`src/rtl/alu_control_unit.sv`:
```
// Hardwired T0-T5 sequencer for one three-register ALU instruction.
// Outputs are Moore-decoded from state; IR fields matter only in T3-T5.
module alu_control_unit (
    input  logic        Clock,
    input  logic        Clear,
    input  logic        Run,
    input  logic [31:0] IR,
    output logic        PC_Out,
    output logic        MDR_Out,
    output logic        ZLO_Out,
    output logic        PC_In,
    output logic        MDR_In,
    output logic        MAR_In,
    output logic        IR_In,
    output logic        Y_In,
    output logic        ZLO_In,
    output logic        IncPC,
    output logic        Read,
    output logic [4:0]  CONTROL,
    output logic [15:0] R_Out,
    output logic [15:0] R_In,
    output logic        Done,
    output logic        Illegal
);
    typedef enum logic [2:0] {
        S_IDLE, S_T0, S_T1, S_T2, S_T3, S_T4, S_T5, S_HALT
    } state_e;

    state_e     state_q, state_d;
    logic [4:0] opcode;
    logic [3:0] ra, rb, rc;
    logic       op_legal;
    logic [4:0] op_ctl;
    logic       unused_ir;

    assign opcode    = IR[31:27];
    assign ra        = IR[26:23];
    assign rb        = IR[22:19];
    assign rc        = IR[18:15];
    assign unused_ir = ^IR[14:0];

    always_comb begin
        op_legal = 1'b1;
        op_ctl   = 5'b00000;
        unique case (opcode)
            5'b00011: op_ctl = 5'b00000;
            5'b00100: op_ctl = 5'b00001;
            5'b01010: op_ctl = 5'b00010;
            5'b01011: op_ctl = 5'b00011;
            5'b00101: op_ctl = 5'b00100;
            5'b00110: op_ctl = 5'b00101;
            5'b00111: op_ctl = 5'b00110;
            5'b01000: op_ctl = 5'b00111;
            5'b01001: op_ctl = 5'b01000;
            default:  op_legal = 1'b0;
        endcase
    end

    always_ff @(posedge Clock or negedge Clear) begin
        if (!Clear) state_q <= S_IDLE;
        else        state_q <= state_d;
    end

    always_comb begin
        state_d = state_q;
        unique case (state_q)
            S_IDLE: if (Run) state_d = S_T0;
            S_T0:   state_d = S_T1;
            S_T1:   state_d = S_T2;
            S_T2:   state_d = S_T3;
            S_T3:   state_d = op_legal ? S_T4 : S_HALT;
            S_T4:   state_d = S_T5;
            S_T5:   state_d = Run ? S_T0 : S_IDLE;
            S_HALT: state_d = S_HALT;
            default: state_d = S_IDLE;
        endcase
    end

    always_comb begin
        PC_Out  = 1'b0;
        MDR_Out = 1'b0;
        ZLO_Out = 1'b0;
        PC_In   = 1'b0;
        MDR_In  = 1'b0;
        MAR_In  = 1'b0;
        IR_In   = 1'b0;
        Y_In    = 1'b0;
        ZLO_In  = 1'b0;
        IncPC   = 1'b0;
        Read    = 1'b0;
        CONTROL = 5'b00000;
        R_Out   = 16'h0000;
        R_In    = 16'h0000;
        Done    = 1'b0;
        Illegal = 1'b0;
        unique case (state_q)
            S_T0: begin
                PC_Out = 1'b1;
                MAR_In = 1'b1;
                IncPC  = 1'b1;
                ZLO_In = 1'b1;
            end
            S_T1: begin
                ZLO_Out = 1'b1;
                PC_In   = 1'b1;
                Read    = 1'b1;
                MDR_In  = 1'b1;
            end
            S_T2: begin
                MDR_Out = 1'b1;
                IR_In   = 1'b1;
            end
            S_T3: begin
                R_Out = 16'h0001 << rb;
                Y_In  = 1'b1;
            end
            S_T4: begin
                R_Out   = 16'h0001 << rc;
                ZLO_In  = 1'b1;
                CONTROL = op_ctl;
            end
            S_T5: begin
                ZLO_Out = 1'b1;
                R_In    = 16'h0001 << ra;
                Done    = 1'b1;
            end
            S_HALT: Illegal = 1'b1;
            default: ;
        endcase
    end
endmodule

```
`config.mk`:
```
export PLATFORM = sky130hd
export DESIGN_NAME = alu_control_unit
export DESIGN_NICKNAME = d
export VERILOG_FILES = /design/src/rtl/alu_control_unit.sv
export SDC_FILE = /design/constraint.sdc
export NUM_CORES = 1
export LEC_CHECK = 0
export ABC_AREA = 1
export CAP_MARGIN = 20
export CORE_MARGIN = 2
export CORE_UTILIZATION = 30
export CTS_BUF_LIST = sky130_fd_sc_hd__clkbuf_4
export DETAILED_ROUTE_END_ITERATION = 16
export PLACE_DENSITY = 0.87
export RECOVER_POWER = 25
export SYNTH_ARGS = -nofsm -noshare
export SYNTH_HDL_FRONTEND = slang
export SYNTH_SLANG_ARGS = --single-unit
```
`constraint.sdc`:
```
create_clock -name Clock -period 2.6 [get_ports Clock]
set_input_delay 0.39 -clock Clock [delete_from_list [all_inputs] [get_ports Clock]]
set_output_delay 0.39 -clock Clock [all_outputs]
set_load 0.02 [all_outputs]
```
# Word-level counts from Yosys, hierarchy flattened
# Index checks and enable logic that the tools add are counted.
# word_totals
ff_bits	3
in_bits	35
output_inout_bits	50
word_cells	42
# classes
n_eq_ne	17
shift	3
muxes	17
reduce_logical	4
# op_table
operator	n
$shl A1 B4 Y16 const A	3
$pmux W16 S2	1
$pmux W4 S8	1
$pmux W3 S8	1
$eq A5 B3 Y1 const B	4
$eq A5 B4 Y1 const B	4
$mux W16	1
$eq A3 B3 Y1 const B	4
$mux W1	10
$reduce_or A9 Y1	1
$eq A3 B2 Y1 const B	2
$eq A5 B2 Y1 const B	1
$mux W5	1
$reduce_or A2 Y1	2
$eq A3 B1 Y1 const B	1
$logic_not A3 Y1	1
$mux W3	1
$mux W2	1
$ne A2 B2 Y1 const B	1

# Longest topological paths before layout
# Gate-level depths: netlist (run 1).
# logic_depth
word_depth	5
depth_mapped	9
ltp_nobuf	7

# Worst setup path before layout (run 1)
# Ideal clock, no wire load.
# synth_path
path_kind	reg2out
startpoint	register with a tool-made name
endpoint	output CONTROL[3]
arrival_time_ns	1.446
required_ns	2.210
setup_slack_ns	0.764
path_stages_with_launch	7
path_buffers	2
path_cell_list	dfrtp_1 -> buf_4 -> inv_2 -> nor2_2 -> nand2_2 -> buf_6 -> nor4_1
# synth_lines
element	line_no	rtl
to (decl)	19	output logic [4:0] CONTROL,

# Final worst setup path (run 1)
# layout_path
startpoint	register state_q[1]
endpoint	output CONTROL[3]
# layout_between
elab_chain_len	2
# layout_rtl
element	line_no	rtl
from (decl)	29	state_e state_q, state_d;
from (signal assigned)	61	else state_q <= state_d;
$eq A3 B3 Y1	96	unique case (state_q)
$mux W5	96	
# No other way between the ends.

==> impl_metrics.csv, run 1 <==
group,metric,value,unit
timing,layout_setup_ws,0.182,ns
setup_path,critical-path-top-delay-family,"buffers and inverters",
floorplan,die_w,54.2,um
synthesis,synth_seq_area_share,9.92,%
floorplan,start_util,31.1,%
finish,seq_area,76.3,um2
drt,avgRoutedWirePerCell,10.1,um
worst_hold_path,hold_path_class,"in -> async",
cts,postCtsSetupRepairBufs,0,
cts,cts_hold_buffers,0,
drt,drc,0,
timing,setup_viol,0,
global_routing,antenna_found_initial,0,
finish,drive_gt1_share,11.3,%
cts,clk_path_buf_depth,2,
setup_path,worstPathMaxFanout,9,
timing,rsz0062_at_grt,"no",
global_routing,grt_util_all_layers,16.3,%
timing,relSlewSlack,61.8,%
setup_path,start_kind,"flop",
power,ir_drop,0.482,mV
floorplan,die_y,54.2,um
finish,fin_nets,249,
synthesis,synth_nets,183,
finish,fill_cells,234,
power,power_density,641,nW/um2
finish,final_cell_mix,"clkdlybuf4s50_1 (44), nand2_1 (35), nor2_1 (32)",
finish,n_antenna_cell,0,
synthesis,synth_warnings,0,
setup_path,crit_buf_inv,2,
drt,wirelength,2460,um
setup_path,path_cells,"nor2_2 > nand2_2 > buf_4 > nor4_1 > clkdlybuf4s50_1",
timing,period_minus_slack,2.42,ns
setup_path,slowest_delay,0.67,ns
power,p_leak,0.911,nW
status,status,"completed",
cts,numCtsBuffers,3,
cts,clk_latency,0.23,ns
cts,cts_tree,"yes",
global_routing,grt_pass1_vias,854,
drt,drtAntennaViolNets,0,
floorplan,core_area,2430,um2
drt,drt_iter0_drc,13,
floorplan,io_pins,85,
timing,max_freq,414,MHz
synthesis,synthCells,148,
cts,cts_sinks,3,
cts,root_buffer,"clkbuf_4",
setup_path,crit_required,2.21,ns
setup_path,worst_path_max_delay_cell,"clkdlybuf4s50_1",
synthesis,avgSynthCellArea,5.11,um2
setup_path,endpoint_kind,"output port",
place,hpwl,2010,um
timing,slew_violations,0,
place,pre_cts_ws,0.208,ns
finish,final_common_cell,"clkdlybuf4s50_1",
drt,avgViaCountPerCell,4.57,
finish,syn2layout_area_growth,96.9,%
cts,cts_resized,1,
timing,min_period_over_period,93.0,%
global_routing,overflow,0,
synthesis,synth_seq_cells,3,
global_routing,grt_pass1_wl,3540,um
drt,via_count,1111,
timing,finClkSkew,0.000413,ns
flow_run,cap_violations,0,
drt,drtPass1Iterations,5,
synthesis,syn-cell-area,757,um2
floorplan,dieArea,2940,um2
place,gp_congestion,0.821,
finish,multi_input_area,532,um2
setup_path,crit_type,"reg -> out",
synthesis,yosysUniqueCellTypes,20,
finish,final_util,61.3,%
place,portBuffers,68,
setup_path,critical_path_arrival,2.03,ns
timing,finalHoldViolCount,0,
cts,cts.clk_slew.worst_paths,0.04,ns
floorplan,num_rows,18,
timing,finalSetupTns,0,ns
global_routing,grt_max_degree,10,
timing,worst_pin_slew,0.571,ns
cts,cts.htree.levels,1,
## synthesized netlist by cell type, drive strengths merged
| cell | number | area [um2] |
|---|---|---|
| a21oi | 6 | 30.0 |
| buf | 10 | 82.6 |
| conb | 1 | 3.75 |
| dfrtp | 3 | 75.1 |
| inv | 20 | 75.1 |
| nand2 | 37 | 144 |
| nand3 | 20 | 100 |
| nor2 | 43 | 194 |
| nor3 | 2 | 10.0 |
| nor4 | 1 | 6.26 |
| o211ai | 1 | 7.51 |
| o21ai | 2 | 13.8 |
| or2 | 1 | 6.26 |
| xor2 | 1 | 8.76 |
## path summary, 6_finish.rpt
kind | start | end | slack, ns | cells after the start
setup reg to reg | state_q[0] | state_q[0] | 1.42 | 5
min in group Clock | state_q[1] | flop | 0.65 | 2
setup / recovery | state_q[1] | CONTROL[3] | 0.18 | 5
hold reg to reg | state_q[1] | flop | 0.65 | 2
max in group asynchronous | Clear | asynchronous set/reset pin | 2.04 | 1
hold / removal | Clear | state_q[1] | 0.40 | 1
## through the flow
stage          hold slack [ns]  power (W)  cell area, um2  instances
2_1_floorplan           0.0944   0.000631             757        148
3_3_place_gp             0.578   0.000870            1420        239
3_5_place_dp             0.583   0.000878            1420        239
4_1_cts                  0.336   0.000984            1450        243
5_1_grt                  0.428    0.00104            1490        243
6_report                 0.405   0.000956            1490        243
## cell type report
class / count / area share, %
flip-flops and latches: 3 / 5.12
inverters: 20 / 5.04
clock buffers: 4 / 2.02
repair buffers: 71 / 49.6
well taps: 30 / 2.52
multi-input cells: 115 / 35.7
## layer usage
metal,GRT usage (%),up-vias,wire length [um]
li1,-,580,-
met1,17.0,473,916
met2,30.7,54,1250
met3,4.10,4,273
met4,6.25,0,24
met5,0,-,0
## logic make-up (layout without fill, tap and decap cells)
kind of cell	after synthesis	after routing	share of synthesized area (%)
AND/OR/NAND/NOR	104	104	60.8
buffers and inverters	30	95	20.8
AO/OA/AOI/OAI	9	9	6.78
flip-flops	3	3	9.92
other	1	1	0.495
XOR/XNOR	1	1	1.16
## report_power, final
| part | internal [W] | total, W | switching [W] |
|---|---|---|---|
| Clock | 0.0000679 | 0.0000924 | 0.0000244 |
| Combinational | 0.000298 | 0.000738 | 0.000440 |
| Sequential | 0.0000739 | 0.000125 | 0.0000513 |
Power figures use the tool's default switching activity.
==> run 2, diff against run 1 <==
--- a/config.mk
+++ b/config.mk
@@ -5,13 +5,12 @@
 export SDC_FILE = /design/constraint.sdc
 export NUM_CORES = 1
 export LEC_CHECK = 0
-export ABC_AREA = 1
 export CAP_MARGIN = 20
 export CORE_MARGIN = 2
-export CORE_UTILIZATION = 30
+export CORE_UTILIZATION = 29
 export CTS_BUF_LIST = sky130_fd_sc_hd__clkbuf_4
 export DETAILED_ROUTE_END_ITERATION = 16
-export PLACE_DENSITY = 0.87
+export PLACE_DENSITY = 0.88
 export RECOVER_POWER = 25
 export SYNTH_ARGS = -nofsm -noshare
 export SYNTH_HDL_FRONTEND = slang
==> impl_metrics.csv, run 2 <==
group,metric,value,unit
floorplan,num_rows,17,
setup_path,cp_common_cell,"clkdlybuf4s50_1",
synthesis,ys.flop_type,"dfrtp_1",
drt,drtAntennaViolNets,0,
worst_hold_path,hold_path_class,"in -> async",
timing,slew_violations,0,
floorplan,die_w,52.8,um
synthesis,synth.top_cell.area_share,20.1,%
power,ir_drop,0.368,mV
finish,fin_nets,210,
timing,max_freq,394,MHz
timing,min_period_over_period,97.5,%
synthesis,async_flop_share,100,%
synthesis,avgSynthCellArea,6.27,um2
setup_path,critical-path-top-delay-family,"buffers and inverters",
synthesis,synth_seq_area_share,10.9,%
drt,dr_wl_met3,215,um
cts,clk_path_buf_depth,2,
synthesis,synth_seq_cells,3,
floorplan,start_util,30.9,%
finish,final_common_cell,"clkdlybuf4s50_1",
drt,drtPass1Iterations,4,
cts,cts_sinks,3,
finish,n_antenna_cell,0,
floorplan,io_pins,85,
floorplan,die_y,52.8,um
setup_path,crit_path_end,"R_In[1]",
cts,cts.clk_slew.worst_paths,0.04,ns
setup_path,crit_buf_inv,2,
cts,cts_tree,"yes",
global_routing,grt_pass1_wl,3710,um
setup_path,path_cells,"clkdlybuf4s50_1 > or4_4 > nor2_1 > clkdlybuf4s50_1",
finish,stdcell_area,1380,um2
setup_path,worst_path_max_delay_cell,"clkdlybuf4s50_1",
drt,wirelength,2410,um
cts,cts_hold_buffers,0,
setup_path,critical_path_arrival,2.15,ns
synthesis,synth_warnings,0,
finish,final_cell_mix,"clkdlybuf4s50_1 (59), nor2_1 (37), dlygate4sd3_1 (8)",
setup_path,endpoint_kind,"output port",
synthesis,yosys.area.top_type,"nor2_1",
finish,syn2layout_area_growth,100,%
cts,numCtsBuffers,3,
setup_path,crit_type,"in -> out",
setup_path,worstReg2RegEnd,"state_q[1]",
synthesis,ys_top_cells_by_area,"nor2_1 (20%), dfrtp_1 (11%), buf_4 (7.6%)",
synthesis,post-synth-top-count-cell,"nor2_1",
power,power_density,651,nW/um2
place,gp_congestion,0.721,
global_routing,grt_pass1_vias,943,
global_routing,overflow,0,
synthesis,yosys-top-cells-count,"nor2_1 (37), buf_4 (7), nor2b_1 (7)",
timing,rsz0062_at_grt,"no",
setup_path,critPathLaunch,"IR[24]",
setup_path,start_kind,"input pin",
setup_path,rr_startpoint,"state_q[0]",
synthesis,yosysUniqueCellTypes,29,
floorplan,core_area,2230,um2
setup_path,crit_required,2.21,ns
finish,drive_gt1_share,8.62,%
finish,fill_cells,205,
place,postPlaceCellArea,1350,um2
timing,finalSetupTns,0,ns
drt,drc,0,
status,status,"completed",
setup_path,slowest_delay,0.61,ns
synthesis,synth_edf_count,0,
floorplan,dieArea,2780,um2
drt,drt_iter0_drc,7,
setup_path,ff2ff_path_depth,4,
cts,cts.htree.levels,1,
setup_path,critical_path_cell_count,4,
global_routing,grt_max_degree,11,
power,p_leak,0.561,nW
setup_path,reg2reg_setup_slack,1.38,ns
cts,clk_latency,0.25,ns
timing,period_minus_slack,2.54,ns
global_routing,grt_util_all_layers,17.8,%
drt,met2WireLength,1270,um
cts,root_buffer,"clkbuf_4",
timing,finClkSkew,0.00135,ns
synthesis,synth_nets,145,
place,portBuffers,68,
synthesis,synthCells,110,
drt,topRoutingLayerUsed,"met4",
timing,finalHoldViolCount,0,
timing,whs,0.396,ns
drt,avgViaCountPerCell,4.87,
setup_path,worstPathMaxFanout,4,
global_routing,antenna_found_initial,0,
drt,avgRoutedWirePerCell,11.9,um
synthesis,syn-cell-area,689,um2
flow_run,cap_violations,0,
place,hpwl,2020,um
timing,setup_viol,0,
drt,via_count,983,
drt,wl_met1,885,um
[run 2: changes by cell type in the layout (fill, tap and decap cells not counted), moves of 5 or more]
| cell | before | now |
|---|---|---|
| nor2b_1 | 0 | 6 |
| dlymetal6s2s_1 | 16 | 1 |
| inv_1 | 18 | 3 |
| nor2_2 | 9 | 0 |
| nor2_1 | 32 | 37 |
| nand3_1 | 20 | 6 |
| nand2_1 | 35 | 6 |
| clkdlybuf4s50_1 | 44 | 59 |
| mux2i_1 | 0 | 5 |
[run 2: cell type report]
class / count / area (um2) / share of cell area, %
Clock buffer: 4 / 30.0 / 2.17
Inverter: 4 / 17.5 / 1.27
Multi-Input combinational cell: 94 / 532 / 38.5
Sequential cell: 3 / 76.3 / 5.53
Tap cell: 28 / 35.0 / 2.54
Timing Repair Buffer: 69 / 691 / 50.0
[run 2: timing repair]
action	4_1_cts	5_1_grt
gates resized for setup	0	3
endpoints found under the setup margin	0	15
buffers inserted	0	0
[run 2: report_power, final]
part / total [W] / leakage [nW] / switching [W] / internal [W]
clock network: 0.0000983 / 0.0184 / 0.0000300 / 0.0000683
registers: 0.000122 / 0.0343 / 0.0000479 / 0.0000738
logic: 0.000679 / 0.508 / 0.000368 / 0.000311
total: 0.000899 / 0.561 / 0.000446 / 0.000453
[run 2: logic make-up (layout without fill, tap and decap cells)]
logic type | after synthesis | after routing | share of synthesized area (%)
buf+inv | 13 | 77 | 12.3
mux | 8 | 8 | 12.2
simple gates | 74 | 74 | 53.9
compound gates | 10 | 10 | 8.89
flops | 3 | 3 | 10.9
xor+xnor | 1 | 1 | 1.27
other cells | 1 | 1 | 0.544
[run 2: worst min-delay path by stage]
stage / end / slack (ns) / cells after the start
final: state_q[1] / 0.40 / 1
after global routing: state_q[1] / 0.42 / 1
after CTS: state_q[1] / 0.33 / 1
after detailed placement: state_q[0] / 0.59 / 1
after global placement: state_q[0] / 0.58 / 1
after floorplan: asynchronous set/reset pin / 0.09 / 0
[run 2: per-stage QoR]
step	utilization [%]	instances	worst slack [ns]	total power [W]
floorplan	-	110	0.616	0.000585
global placement	60.2	198	0.0806	0.000808
detailed placement	60.2	198	0.0589	0.000822
CTS	61.6	202	0.0143	0.000926
global route	61.8	202	0.00205	0.000960
finish	61.8	202	0.0646	0.000899
[run 2: per-layer routing]
metal,GRT usage [%],vias up
li1,-,490
met1,15.8,443
met2,36.5,45
met3,4.00,5
met4,8.55,0
met5,0,-
==> run 3, diff against run 2 <==
--- a/config.mk
+++ b/config.mk
@@ -6,9 +6,10 @@
 export NUM_CORES = 1
 export LEC_CHECK = 0
 export CAP_MARGIN = 20
-export CORE_MARGIN = 2
+export CORE_ASPECT_RATIO = 1.5
 export CORE_UTILIZATION = 29
 export CTS_BUF_LIST = sky130_fd_sc_hd__clkbuf_4
+export CTS_CLUSTER_DIAMETER = 100
 export DETAILED_ROUTE_END_ITERATION = 16
 export PLACE_DENSITY = 0.88
 export RECOVER_POWER = 25
==> impl_metrics.csv, run 3 (same netlist as run 2, synthesis figures left out) <==
group,metric,value,unit
finish,fill_cells,210,
setup_path,start_kind,"flop",
global_routing,grt_pass1_wl,3780,um
floorplan,io_pins,85,
finish,seq_area,76.3,um2
timing,layout_setup_ws,0.127,ns
cts,cts_resized,1,
cts,cts_sinks,3,
power,ir_drop,0.417,mV
finish,fin_nets,210,
drt,drtAntennaViolNets,0,
worst_hold_path,hold_path_class,"in -> async",
drt,wirelength,2350,um
status,status,"completed",
floorplan,num_rows,21,
finish,n_antenna_cell,0,
power,power_switching,0.000446,W
setup_path,endpoint_kind,"output port",
cts,clk_path_buf_depth,2,
cts,root_buffer,"clkbuf_4",
power,pwr-share-comb,74.5,%
power,p_int,0.000456,W
finish,layoutNonFillerInstCount,197,
finish,multi_input_area,532,um2
timing,finalHoldViolCount,0,
drt,via_count,980,
place,dp_cells,193,
cts,postCtsSetupRepairBufs,0,
drt,drtPass1Iterations,4,
timing,finClkSkew,0.00425,ns
power,switching_share,49.4,%
place,pre_cts_ws,0.0355,ns
timing,slew_violations,0,
global_routing,overflow,0,
global_routing,grt_util_all_layers,18.9,%
setup_path,crit_required,2.21,ns
floorplan,die_y,61.7,um
power,p_leak,0.621,nW
finish,drive_gt1_share,8.62,%
place,hpwl,1910,um
finish,final_cell_mix,"clkdlybuf4s50_1 (55), nor2_1 (37)",
power,power.share.clock,10.5,%
timing,setup_viol,0,
place,gp_congestion,0.740,
timing,min_period_over_period,95.1,%
power,seq_power_share,15.0,%
cts,cts.clk_slew.worst_paths,0.04,ns
cts,cts.htree.levels,1,
flow_run,cap_violations,0,
cts,cts_tree,"yes",
global_routing,antenna_found_initial,0,
cts,cts_hold_buffers,0,
finish,syn2layout_area_growth,98.2,%
floorplan,die_w,41.8,um
global_routing,grt_max_degree,10,
cts,clk_latency,0.24,ns
global_routing,grt_pass1_vias,898,
drt,avgRoutedWirePerCell,11.9,um
floorplan,start_util,30.9,%
cts,numCtsBuffers,3,
power,power_density,660,nW/um2
place,portBuffers,68,
floorplan,core_area,2230,um2
drt,avgViaCountPerCell,4.97,
setup_path,crit_type,"reg -> out",
timing,period_minus_slack,2.47,ns
drt,drt_iter0_drc,18,
finish,final_common_cell,"clkdlybuf4s50_1",
setup_path,worstPathMaxFanout,7,
floorplan,dieArea,2580,um2
timing,max_freq,404,MHz
drt,drc,0,
setup_path,critical_path_arrival,2.08,ns
[run 3: cell types whose count changed in the layout (fill, tap and decap cells not counted)]
cell / change
clkdlybuf4s50_1: -4
dlymetal6s2s_1: +4
clkbuf_1: +3
dlygate4sd3_1: -3
[run 3: final cells by class]
cell class | instances | share of cell area (%)
Inverter | 4 | 1.28
Timing Repair Buffer | 69 | 49.9
Clock buffer | 4 | 2.20
Sequential cell | 3 | 5.59
Multi-Input combinational cell | 94 | 38.9
Tap cell | 23 | 2.11
[run 3: power groups by stage]
stage	clock (W)	combinational, W	sequential (W)
after floorplan	0	0.000487	0.0000973
after global placement	0	0.000675	0.000131
after CTS	0.000101	0.000691	0.000136
after global routing	0.000104	0.000722	0.000141
final	0.0000947	0.000672	0.000135
after detailed placement	0	0.000688	0.000135
[run 3: layer usage]
layer	part of all wire, %	routed length [um]	up-vias	GRT usage (%)
li1	-	-	489	-
met1	34	801	435	18.3
met2	55	1300	54	38.4
met3	9.9	233	2	4.05
met4	0.81	19	0	8.29
met5	0	0	-	0
[run 3: worst paths after layout]
| check | from | to | slack (ns) | cells after the start |
|---|---|---|---|---|
| setup / recovery | state_q[0] | R_In[2] | 0.13 | 5 |
| hold / removal | Clear | state_q[1] | 0.40 | 1 |
| setup reg to reg | state_q[0] | state_q[1] | 1.46 | 3 |
| hold reg to reg | state_q[0] | state_q[0] | 0.64 | 1 |
| max in group asynchronous | Clear | asynchronous set/reset pin | 2.04 | 1 |
| min in group Clock | state_q[0] | state_q[0] | 0.64 | 1 |
[run 3: per-stage QoR]
step / hold WS, ns / total power, W / area (um2) / setup TNS [ns] / utilization, %
4_1_cts: 0.321 / 0.000927 / 1370 / 0 / 61.3
6_report: 0.398 / 0.000902 / 1370 / 0 / 61.2
2_1_floorplan: 0.0944 / 0.000585 / 689 / 0 / -
3_3_place_gp: 0.581 / 0.000805 / 1340 / 0 / 59.9
5_1_grt: 0.400 / 0.000966 / 1370 / -0.00480 / 61.2
3_5_place_dp: 0.580 / 0.000823 / 1340 / 0 / 59.9
[run 3: critical path, stage by stage (launching register included)]
cell             delay (ns)
dfrtp_1                0.45
buf_4                  0.20
and3b_1                0.27
nand3b_1               0.15
nor3_1                 0.15
clkdlybuf4s50_1        0.63
